## config.mk

```make
export PLATFORM = sky130hd
export DESIGN_NAME = encoder_4x2_rr
export DESIGN_NICKNAME = d
export VERILOG_FILES = /design/src/rtl/encoder_4x2_rr.sv
export SDC_FILE = /design/constraint.sdc
export NUM_CORES = 1
export LEC_CHECK = 0
export BUFFER_PORTS_ARGS = -buffer_cell sky130_fd_sc_hd__buf_2
export CAP_MARGIN = 15
export CORE_AREA = 2 2 39 41
export CTS_CLUSTER_SIZE = 14
export DETAILED_ROUTE_END_ITERATION = 10
export DIE_AREA = 0 0 41 43
export PLACE_DENSITY_LB_ADDON = 0.3
export SYNTH_ARGS = -nofsm -noshare
export SYNTH_HDL_FRONTEND = slang
export SYNTH_SLANG_ARGS = --single-unit
```

## constraint.sdc

```tcl
create_clock -name clk -period 4.1 [get_ports clk]
set_input_delay 0.205 -clock clk [delete_from_list [all_inputs] [get_ports clk]]
set_output_delay 0.205 -clock clk [all_outputs]
set_load 0.005 [all_outputs]
```

## src/rtl/encoder_4x2_rr.sv

```systemverilog
// encoder_4x2_rr: registered 4-to-2 encoder with rotating (or fixed)
// priority and a valid/ready output handshake. A captured grant is held
// stable until the consumer takes it. A transfer moves the rotating pointer
// to one past the index that was just delivered.
module encoder_4x2_rr #(
  parameter int ROUND_ROBIN = 1
) (
  input  logic       clk,
  input  logic       rst,
  input  logic       en,
  input  logic [3:0] a,
  input  logic       out_ready,
  output logic [1:0] y,
  output logic       valid,
  output logic       multi
);

  typedef enum logic [0:0] {
    ST_IDLE = 1'b0,
    ST_HOLD = 1'b1
  } state_e;

  state_e     state_q, state_d;
  logic [1:0] ptr_q, ptr_d;
  logic [1:0] y_q, y_d;
  logic       multi_q, multi_d;
  logic       valid_q, valid_d;

  logic       xfer_s;
  logic       capture_s;
  logic [1:0] base_s;
  logic [1:0] grant_s;

  // First set request bit when scanning base, base+1, base+2, base+3 (mod 4).
  function automatic logic [1:0] pick_first(input logic [3:0] req, input logic [1:0] base);
    logic [1:0] idx;
    logic       found;
    pick_first = 2'b00;
    found      = 1'b0;
    for (int k = 0; k < 4; k++) begin
      idx = base + 2'(k);
      if (!found && req[idx]) begin
        pick_first = idx;
        found      = 1'b1;
      end else begin
        found = found;
      end
    end
  endfunction

  // The request is multi-hot when clearing its lowest set bit leaves something set.
  function automatic logic is_multi_hot(input logic [3:0] req);
    is_multi_hot = ((req & (req - 4'd1)) != 4'b0000);
  endfunction

  // Handshake decode, pointer update, grant search and next-state selection.
  always_comb begin
    state_d = state_q;
    y_d     = y_q;
    multi_d = multi_q;
    valid_d = valid_q;

    xfer_s    = (state_q == ST_HOLD) && out_ready;
    capture_s = ((state_q == ST_IDLE) || xfer_s) && en && (a != 4'b0000);

    // A transfer moves the pointer past the delivered index. A back-to-back
    // capture in the same cycle already searches from that new position.
    if (xfer_s) begin
      ptr_d = y_q + 2'd1;
    end else begin
      ptr_d = ptr_q;
    end

    if (ROUND_ROBIN != 0) begin
      base_s = ptr_d;
    end else begin
      base_s = 2'b00;
    end
    grant_s = pick_first(a, base_s);

    case (state_q)
      ST_IDLE: begin
        if (capture_s) begin
          state_d = ST_HOLD;
          y_d     = grant_s;
          multi_d = is_multi_hot(a);
          valid_d = 1'b1;
        end else begin
          state_d = ST_IDLE;
          valid_d = 1'b0;
        end
      end
      ST_HOLD: begin
        if (capture_s) begin
          state_d = ST_HOLD;
          y_d     = grant_s;
          multi_d = is_multi_hot(a);
          valid_d = 1'b1;
        end else if (xfer_s) begin
          state_d = ST_IDLE;
          valid_d = 1'b0;
        end else begin
          state_d = ST_HOLD;
          valid_d = 1'b1;
        end
      end
      default: begin
        state_d = ST_IDLE;
        valid_d = 1'b0;
      end
    endcase
  end

  // State, pointer and output registers; reset wins over every other input.
  always_ff @(posedge clk) begin
    if (rst) begin
      state_q <= ST_IDLE;
      ptr_q   <= 2'b00;
      y_q     <= 2'b00;
      multi_q <= 1'b0;
      valid_q <= 1'b0;
    end else begin
      state_q <= state_d;
      ptr_q   <= ptr_d;
      y_q     <= y_d;
      multi_q <= multi_d;
      valid_q <= valid_d;
    end
  end

  assign y     = y_q;
  assign valid = valid_q;
  assign multi = multi_q;

endmodule
```

==> flow_metrics.env, run 1 <==
export IMPL_fin_cells=79
export IMPL_p_seq_share_pct=42.4
export IMPL_ir_worst_vdd_v=0.000220
export IMPL_yosysSeqAreaShare_pct=28.3
export IMPL_dr_pass1_iters=4
export IMPL_synthXorXnorAreaFrac_pct=3.83
export IMPL_arrival_ps=1660
export IMPL_slew_limit_headroom_pct=65.3
export IMPL_power_share_clock_pct=34.9
export IMPL_regArea_um2=120
export IMPL_worstPathRequired_ps=4200
export IMPL_grt_pass1_vias=346
export IMPL_dpl_cell_count=76
export IMPL_crit_start="y[0]"
export IMPL_fmax_ghz=0.642
export IMPL_row_count=14
export IMPL_final_hold_violation_count=0
export IMPL_p_comb_share_pct=22.7
export IMPL_layout_common_cells="11 x buf_2, 6 x dfxtp_1, 5 x nor2_1, 4 x inv_1, 4 x a21oi_1"
export IMPL_multi_input_area_um2=278
export IMPL_cts_tree="yes"
export IMPL_ys_dominant_reg_cell="dfxtp_1"
export IMPL_num_vias=416
export IMPL_yosys_area_share_simple_pct=26.0
export IMPL_grt_start_max_net_pins=11
export IMPL_setup_viol_count_final=0
export IMPL_finalMaxSlewViolations=0
export IMPL_worst_slew_pin_slew_ps=519
export IMPL_syn_inst=50
export IMPL_clockBufferDepth=2
export IMPL_postRouteAntennaNets=0
export IMPL_crit_slowest_cell="dfxtp_1"
export IMPL_period_minus_slack_ps=1560
export IMPL_diodes=0
export IMPL_cts_sinks=6
export IMPL_yosysWarnings=0
export IMPL_die_x_um=41
export IMPL_postCtsSetupRepairBufs=0
export IMPL_synth_area_mux_share_pct=5.60
export IMPL_drc=0
export IMPL_min_delay_start="rst"
export IMPL_avgRoutedWirePerCell_um=12.3
export IMPL_fin_util_pct=36.9
export IMPL_layout_commonest_cell="buf_2"
export IMPL_nFillCells=149
export IMPL_path_max_fanout=6
export IMPL_p_sw_w=0.0000461
export IMPL_antenna_found_initial=0
export IMPL_skew_ps=4.08
export IMPL_cp_end_kind="register"
export IMPL_cts_resized=0
export IMPL_nets=73
export IMPL_syn_cell_area_um2=424
export IMPL_synthArstFlopShare_pct=0
export IMPL_synth_cell_types=28
export IMPL_io_buffers=11
export IMPL_powerDensity_nw_per_um2=309
export IMPL_drv_cap=0
export IMPL_clock_latency_ps=240
export IMPL_cts_hold_fix_buffers=0
export IMPL_synth_top_family_by_area="compound AO/OA/AOI/OAI gates"
export IMPL_ios=12
export IMPL_clkSlewWorstSetupHoldPaths_ps=50
export IMPL_finalSetupTns_ps=0
export IMPL_finalWirelength_um=969
export IMPL_area_growth_synth_to_final_pct=20.4
export IMPL_p_int_w=0.000112
export IMPL_gp_congestion=0.823
export IMPL_synth_edf_count=0
export IMPL_grt_first_pass_wirelength_mm=1.49
export IMPL_dpl_hpwl_um=723
export IMPL_fp_dieArea_um2=1760
export IMPL_start_util_pct=30.7
export IMPL_drt_iter0_drc=9
export IMPL_die_h_um=43
export IMPL_finalCritPeriodShare_pct=38.0
export IMPL_drive_gt1_share_pct=30.2
export IMPL_rr_startpoint="y[0]"
export IMPL_crit_chain="xor2_2 > mux2i_2 > or3_1 > o2111ai_1 > o221ai_1"
export IMPL_status="completed"
export IMPL_core_area_um2=1380
export IMPL_start_kind="register"
export IMPL_synth_seq_cells=6
export IMPL_cts_made_buffers=3
export IMPL_grt_usage_pct=12.6
export IMPL_viasPerCell=5.27
export IMPL_critPathKind="reg -> reg"
export IMPL_swShare_pct=29.2
export IMPL_holdCritPathClass="in -> reg"
export IMPL_root_buffer="clkbuf_4"
export IMPL_p_leak_nw=0.198
export IMPL_cp_slowest_stage_delay_ps=440
export IMPL_synth_fa_ha_area_share_pct=2.36
export IMPL_h_tree_depth=1
export IMPL_holdWs_ps=225
export IMPL_overflow=0
export IMPL_syn_area_per_cell_um2=8.48
export IMPL_synth_compound_area_share_pct=27.7
export IMPL_rsz0062_at_grt="no"
export IMPL_synth_fp_nets=58
synth_stat cells (2+ instances only):
cell,number,area [um2]
inv_1,4,15.0
or3_1,2,12.5
nand2b_1,2,12.5
o21ai_0,2,10.0
nor2_1,5,18.8
a21oi_1,4,20.0
nand3_1,3,15.0
nor2b_1,2,12.5
dfxtp_1,6,120
o211ai_1,2,15.0
logic make-up after synthesis:
family	count (synthesis)
flip-flops	6
multiplexers	2
buffers and inverters	5
AO/OA/AOI/OAI	16
AND/OR/NAND/NOR	19
adder cells (fa/ha/maj)	1
XOR/XNOR	1
critical path, delay by kind of cell (launching register included):
kind,cells,cell delay [ps]
XOR/XNOR,1,220
AO/OA/AOI/OAI,2,260
AND/OR/NAND/NOR,1,320
multiplexers,1,160
flip-flops,1,440
flip-flops by register name, indices dropped and copies added, names as in the netlist:
register / flops
valid: 1
multi: 1
ptr_q: 2
y: 2
worst paths after layout:
check	end	slack, ps	depth (start not counted)
worst min-delay path	y[1]	220	2
worst max-delay path	y[0]	2540	5
worst max register to register	y[0]	2540	5
worst min register to register	multi	470	2
metrics by stage:
stage | setup WS (ps) | area [um2] | total power, W
2_1_floorplan | 2710 | 424 | 0.0000912
3_3_place_gp | 2530 | 488 | 0.000104
3_5_place_dp | 2550 | 488 | 0.000104
4_1_cts | 2520 | 510 | 0.000162
5_1_grt | 2370 | 510 | 0.000168
6_report | 2540 | 510 | 0.000158
power by group through the flow:
| stage | sequential [W] | combinational (W) | clock, W |
|---|---|---|---|
| finish | 0.0000670 | 0.0000359 | 0.0000550 |
| global placement | 0.0000679 | 0.0000363 | 0 |
| detailed placement | 0.0000681 | 0.0000362 | 0 |
| CTS | 0.0000670 | 0.0000364 | 0.0000589 |
| floorplan | 0.0000678 | 0.0000234 | 0 |
| global route | 0.0000675 | 0.0000396 | 0.0000607 |
per-layer routing:
metal | track usage, % | wire length (um)
met5 | 0 | 0
met4 | 2.00 | 0
met3 | 8.38 | 81
met2 | 17.5 | 419
met1 | 16.3 | 468
area by class of cell:
class | count | area share, %
tap | 16 | 3.92
sequential | 6 | 23.5
clock buffer | 3 | 4.41
inverter | 4 | 2.94
multi-input combinational | 39 | 54.4
timing repair buffer | 11 | 10.8
(Power assumes the default switching activity.)
==> run 2, diff against run 1 <==
ABC_AREA = 1   (was unset)
clock period = 1.55 ns   (was 4.1 ns; I/O delays follow)
==> flow_metrics.env, run 2 <==
export IMPL_grt_pass1_vias=780
export IMPL_skew_ps=0.351
export IMPL_path_max_fanout=5
export IMPL_cp_end_kind="register"
export IMPL_nFillCells=108
export IMPL_row_count=14
export IMPL_grt_first_pass_wirelength_mm=3.02
export IMPL_synth_edf_count=0
export IMPL_status="finished, violations left"
export IMPL_crit_slowest_cell="dfxtp_4"
export IMPL_finalSetupTns_ps=-53.5
export IMPL_start_util_pct=42.3
export IMPL_syn_inst=102
export IMPL_rsz0062_at_grt="yes"
export IMPL_nets=138
export IMPL_gp_congestion=0.748
export IMPL_failed_checks="negative setup slack"
export IMPL_crit_chain="nand2_4 > nand2_4 > buf_6 > nand3_2 > nand2_2 > nand2_2 > nand2_4 > inv_2 > nor2_2 > nand2_1 > nand2_1 > nand3_2 > a21oi_2"
export IMPL_p_sw_w=0.000301
export IMPL_avgRoutedWirePerCell_um=13.3
export IMPL_antenna_found_initial=0
export IMPL_cts_made_buffers=3
export IMPL_critPathMostFrequentCell="nand2_4"
export IMPL_clock_latency_ps=260
export IMPL_pre_cts_slack_ps=-63.2
export IMPL_io_buffers=11
export IMPL_powerDensity_nw_per_um2=744
export IMPL_cts_tree="yes"
export IMPL_cts_hold_fix_buffers=0
export IMPL_setup_viol_count_final=2
export IMPL_drc=0
export IMPL_finalMaxSlewViolations=0
export IMPL_dr_pass1_iters=4
export IMPL_synth_seq_cells=6
export IMPL_worstPathRequired_ps=1740
export IMPL_power_total_w=0.000710
export IMPL_start_kind="register"
export IMPL_num_vias=752
export IMPL_synth_top_area_share_pct=20.5
export IMPL_cp_slowest_stage_delay_ps=370
export IMPL_drv_cap=0
export IMPL_swShare_pct=42.5
export IMPL_drt_iter0_drc=8
export IMPL_drive_gt1_share_pct=60.9
export IMPL_syn_cell_area_um2=586
export IMPL_p_leak_nw=0.483
export IMPL_die_h_um=43
export IMPL_setup_slack_ps=-35.8
export IMPL_synth_cell_types=18
export IMPL_die_x_um=41
export IMPL_finalCritPeriodShare_pct=102
export IMPL_yosysSeqAreaShare_pct=20.5
export IMPL_finalWirelength_mm=1.92
export IMPL_root_buffer="clkbuf_4"
export IMPL_p_comb_share_pct=52.1
export IMPL_area_growth_synth_to_final_pct=63.0
export IMPL_ir_worst_vdd_v=0.000555
export IMPL_fmax_ghz=0.631
export IMPL_p_seq_share_pct=25.7
export IMPL_p_int_w=0.000409
export IMPL_ios=12
export IMPL_diodes=0
export IMPL_power_share_clock_pct=22.2
export IMPL_slew_limit_headroom_pct=74.1
export IMPL_grt_usage_pct=24.9
export IMPL_postRouteAntennaNets=0
export IMPL_synthTopCellsByArea="dfxtp_1 21%, nand2_1 20%, nand3_1 15%, inv_1 9.0%, nand2_2 8.5%"
export IMPL_placed_area_um2=687
export IMPL_yosysWarnings=0
export IMPL_synth_commonest_cells="31 x nand2_1, 17 x nand3_1, 14 x inv_1"
export IMPL_h_tree_depth=1
export IMPL_viasPerCell=5.22
export IMPL_arrival_ps=1770
export IMPL_synthArstFlopShare_pct=0
export IMPL_critPathKind="reg -> reg"
export IMPL_fp_dieArea_um2=1760
export IMPL_worst_slew_pin_slew_ps=389
export IMPL_grt_start_max_net_pins=9
export IMPL_clkSlewWorstSetupHoldPaths_ps=50
export IMPL_cts_sinks=6
export IMPL_core_area_um2=1380
export IMPL_ys_dominant_reg_cell="dfxtp_1"
export IMPL_synth_fp_nets=110
export IMPL_holdCritPathClass="in -> reg"
export IMPL_dpl_hpwl_mm=1.17
export IMPL_synth_top_area_cell="dfxtp_1"
export IMPL_syn_area_per_cell_um2=5.74
export IMPL_final_cell_area_um2=955
export IMPL_clockBufferDepth=2
export IMPL_final_hold_violation_count=0
export IMPL_period_minus_slack_ps=1590
export IMPL_holdWs_ps=56.1
export IMPL_overflow=0
export IMPL_yosysMostFrequentCell="nand2_1"
export IMPL_layout_common_cells="16 x nand2_2, 16 x nand2_1, 13 x nand3_2, 12 x inv_1, 11 x buf_2"
## run 2: cell types whose count changed in the layout (fill, tap and decap cells not counted), moves of 8 or more
| cell | before | now |
|---|---|---|
| buf_4 | 0 | 10 |
| nand3_2 | 0 | 13 |
| nand2_1 | 1 | 16 |
| nand2_2 | 1 | 16 |
| inv_1 | 4 | 12 |
| nand2_4 | 0 | 8 |
## run 2: stage by stage
stage / instances / util (%)
after floorplan: 102 / -
after global placement: 133 / 49.6
after CTS: 141 / 57.1
after detailed placement: 133 / 49.6
final: 144 / 69.0
after global routing: 144 / 69.0
## run 2: worst paths after layout
kind	from	to	slack (ps)	depth (start not counted)
hold / removal	rst	y[0]	60	2
hold reg to reg	multi	multi	460	2
setup / recovery	valid	y[0]	-40	13
setup reg to reg	valid	y[0]	-40	13
## run 2: cell families (layout without fill, tap and decap cells)
group / Yosys count / in the layout / share of synthesized area [%]
compound gates: 12 / 12 / 12.6
simple gates: 68 / 68 / 55.3
buf+inv: 16 / 42 / 11.5
flops: 6 / 6 / 20.5
## run 2: area by class of cell
cell class | instances | area (um2) | area share [%]
inverters | 15 | 58.8 | 6.16
well taps | 16 | 20.0 | 2.10
repair buffers | 24 | 164 | 17.2
flip-flops and latches | 6 | 129 | 13.5
clock buffers | 3 | 22.5 | 2.36
multi-input cells | 80 | 561 | 58.7
## run 2: routing by layer
metal | GRT usage, % | wire [um] | share of wire, % | vias to the layer above
met1 | 27.4 | 814 | 42 | 351
met3 | 3.66 | 38 | 2.0 | 3
li1 | - | - | - | 382
met2 | 42.5 | 1030 | 54 | 16
met4 | 13.3 | 28 | 1.5 | 0
met5 | 0 | 0 | 0 | -
## run 2: power by group through the flow
| stage | combinational (W) | clock [W] | sequential, W |
|---|---|---|---|
| floorplan | 0.000174 | 0 | 0.000182 |
| global placement | 0.000235 | 0 | 0.000180 |
| detailed placement | 0.000241 | 0 | 0.000181 |
| CTS | 0.000276 | 0.000162 | 0.000179 |
| global route | 0.000404 | 0.000167 | 0.000183 |
| finish | 0.000370 | 0.000158 | 0.000182 |
## run 2: critical path, delay by kind of cell, from the launching register on
family	cells	cell delay, ps
simple gates	10	870
buf+inv	2	150
compound gates	1	130
flops	1	370
## run 2: what timing repair did
item / CTS / global route
gates cloned: 0 / 0
setup buffers: 5 / 3
hold endpoints to repair: 0 / 0
gates resized for setup: 15 / 38
pin swaps: 9 / 19
endpoints found under the setup margin: 2 / 2
==> run 3, diff against run 2 <==
CORE_AREA = 3 3 40 42   (was 2 2 39 41)
DIE_AREA = 0 0 43 45   (was 0 0 41 43)
==> flow_metrics.env, run 3 (same netlist as run 2, synthesis figures left out) <==
export IMPL_failed_checks="negative setup slack"
export IMPL_fmax_ghz=0.631
export IMPL_drv_cap=0
export IMPL_antenna_found_initial=0
export IMPL_period_minus_slack_ps=1580
export IMPL_gp_congestion=0.730
export IMPL_start_util_pct=45.6
export IMPL_cp_end_kind="register"
export IMPL_setup_viol_count_final=2
export IMPL_ios=12
export IMPL_diodes=0
export IMPL_h_tree_depth=1
export IMPL_drc=0
export IMPL_skew_ps=0.813
export IMPL_avgRoutedWirePerCell_um=12.6
export IMPL_drive_gt1_share_pct=43.5
export IMPL_finalWirelength_mm=1.75
export IMPL_finalMaxSlewViolations=0
export IMPL_arrival_ps=1730
export IMPL_clock_latency_ps=250
export IMPL_cts_hold_fix_buffers=0
export IMPL_root_buffer="clkbuf_4"
export IMPL_final_hold_violation_count=0
export IMPL_drt_iter0_drc=18
export IMPL_finalCritPeriodShare_pct=102
export IMPL_status="finished, violations left"
export IMPL_slew_limit_headroom_pct=73.7
export IMPL_path_max_fanout=4
export IMPL_row_count=13
export IMPL_rsz0062_at_grt="yes"
export IMPL_start_kind="register"
export IMPL_postRouteAntennaNets=0
export IMPL_worstPathRequired_ps=1690
export IMPL_io_buffers=11
export IMPL_holdCritPathClass="in -> reg"
export IMPL_dr_pass1_iters=4
export IMPL_fp_dieArea_um2=1940
export IMPL_num_vias=730
export IMPL_p_leak_nw=0.442
export IMPL_die_x_um=43
export IMPL_fin_util_pct=64.6
export IMPL_nets=134
export IMPL_power_total_w=0.000641
export IMPL_layout_common_cells="26 x nand2_1, 13 x nand3_1, 12 x inv_1, 11 x buf_2"
export IMPL_grt_first_pass_wirelength_mm=2.64
export IMPL_grt_start_max_net_pins=9
export IMPL_dpl_hpwl_mm=1.07
export IMPL_clockBufferDepth=2
export IMPL_pre_cts_slack_ps=-86.7
export IMPL_viasPerCell=5.25
export IMPL_cts_made_buffers=3
export IMPL_fin_cells=139
export IMPL_grt_pass1_vias=636
export IMPL_area_growth_synth_to_final_pct=41.7
export IMPL_overflow=0
export IMPL_dpl_cell_count=130
export IMPL_die_h_um=45
export IMPL_clkSlewWorstSetupHoldPaths_ps=50
export IMPL_layout_commonest_cell="nand2_1"
export IMPL_core_area_um2=1280
export IMPL_ir_worst_vdd_v=0.000508
export IMPL_cts_tree="yes"
export IMPL_nFillCells=107
export IMPL_grt_usage_pct=18.7
export IMPL_critPathKind="reg -> reg"
export IMPL_powerDensity_nw_per_um2=773
export IMPL_setup_slack_ps=-34.7
export IMPL_cts_sinks=6
export IMPL_worst_slew_pin_slew_ps=395
## run 3: changes by cell type in the layout (fill, tap and decap cells not counted), sizes merged
cell,change
buf,-4
## run 3: critical path, cell delays in order (launching register included)
cell	delay, ps
dfxtp_4	370
nand3_2	120
buf_4	160
nand3_1	120
nand2_2	90
nand2_2	100
nand2_4	70
buf_4	130
a31oi_1	120
o21ai_1	80
inv_1	50
a21oi_1	50
## run 3: through the flow
stage	area, um2	setup TNS, ps	hold slack (ps)
global placement	671	-67.3	320
floorplan	586	0	140
CTS	732	0	44.1
global route	830	-322	59.2
finish	830	-62.3	58.1
detailed placement	671	-146	323
## run 3: worst paths after layout
| path | startpoint | endpoint | slack (ps) | cells after the start |
|---|---|---|---|---|
| max reg2reg | valid | y[1] | -30 | 11 |
| min | rst | y[0] | 60 | 2 |
| min reg2reg | multi | multi | 490 | 2 |
| max | valid | y[1] | -30 | 11 |
## run 3: timing repair
action / 4_1_cts / 5_1_grt
endpoints found under the setup margin: 2 / 2
pin swaps: 1 / 7
buffers inserted: 2 / 4
gates resized for setup: 9 / 20
endpoints found under the hold margin: 0 / 0
## run 3: routing by layer
layer / up-vias / routed length, um / GRT usage [%]
met1: 325 / 683 / 21.0
met5: - / 0 / 0
met4: 0 / 22 / 9.04
met2: 27 / 916 / 31.1
li1: 373 / - / -
met3: 5 / 127 / 7.17
## run 3: layout make-up
class                           instances  area (um2)  share of cell area, %
Inverter                               15        58.8                   7.09
Multi-Input combinational cell         80         474                   57.2
Timing Repair Buffer                   20         126                   15.2
Tap cell                               15        18.8                   2.26
Sequential cell                         6         129                   15.5
Clock buffer                            3        22.5                   2.71
## run 3: report_power, final
group | internal (W) | switching (W) | leakage, nW
Sequential | 0.000168 | 0.0000126 | 0.0511
Clock | 0.0000882 | 0.0000655 | 0.0138
Combinational | 0.000123 | 0.000183 | 0.377
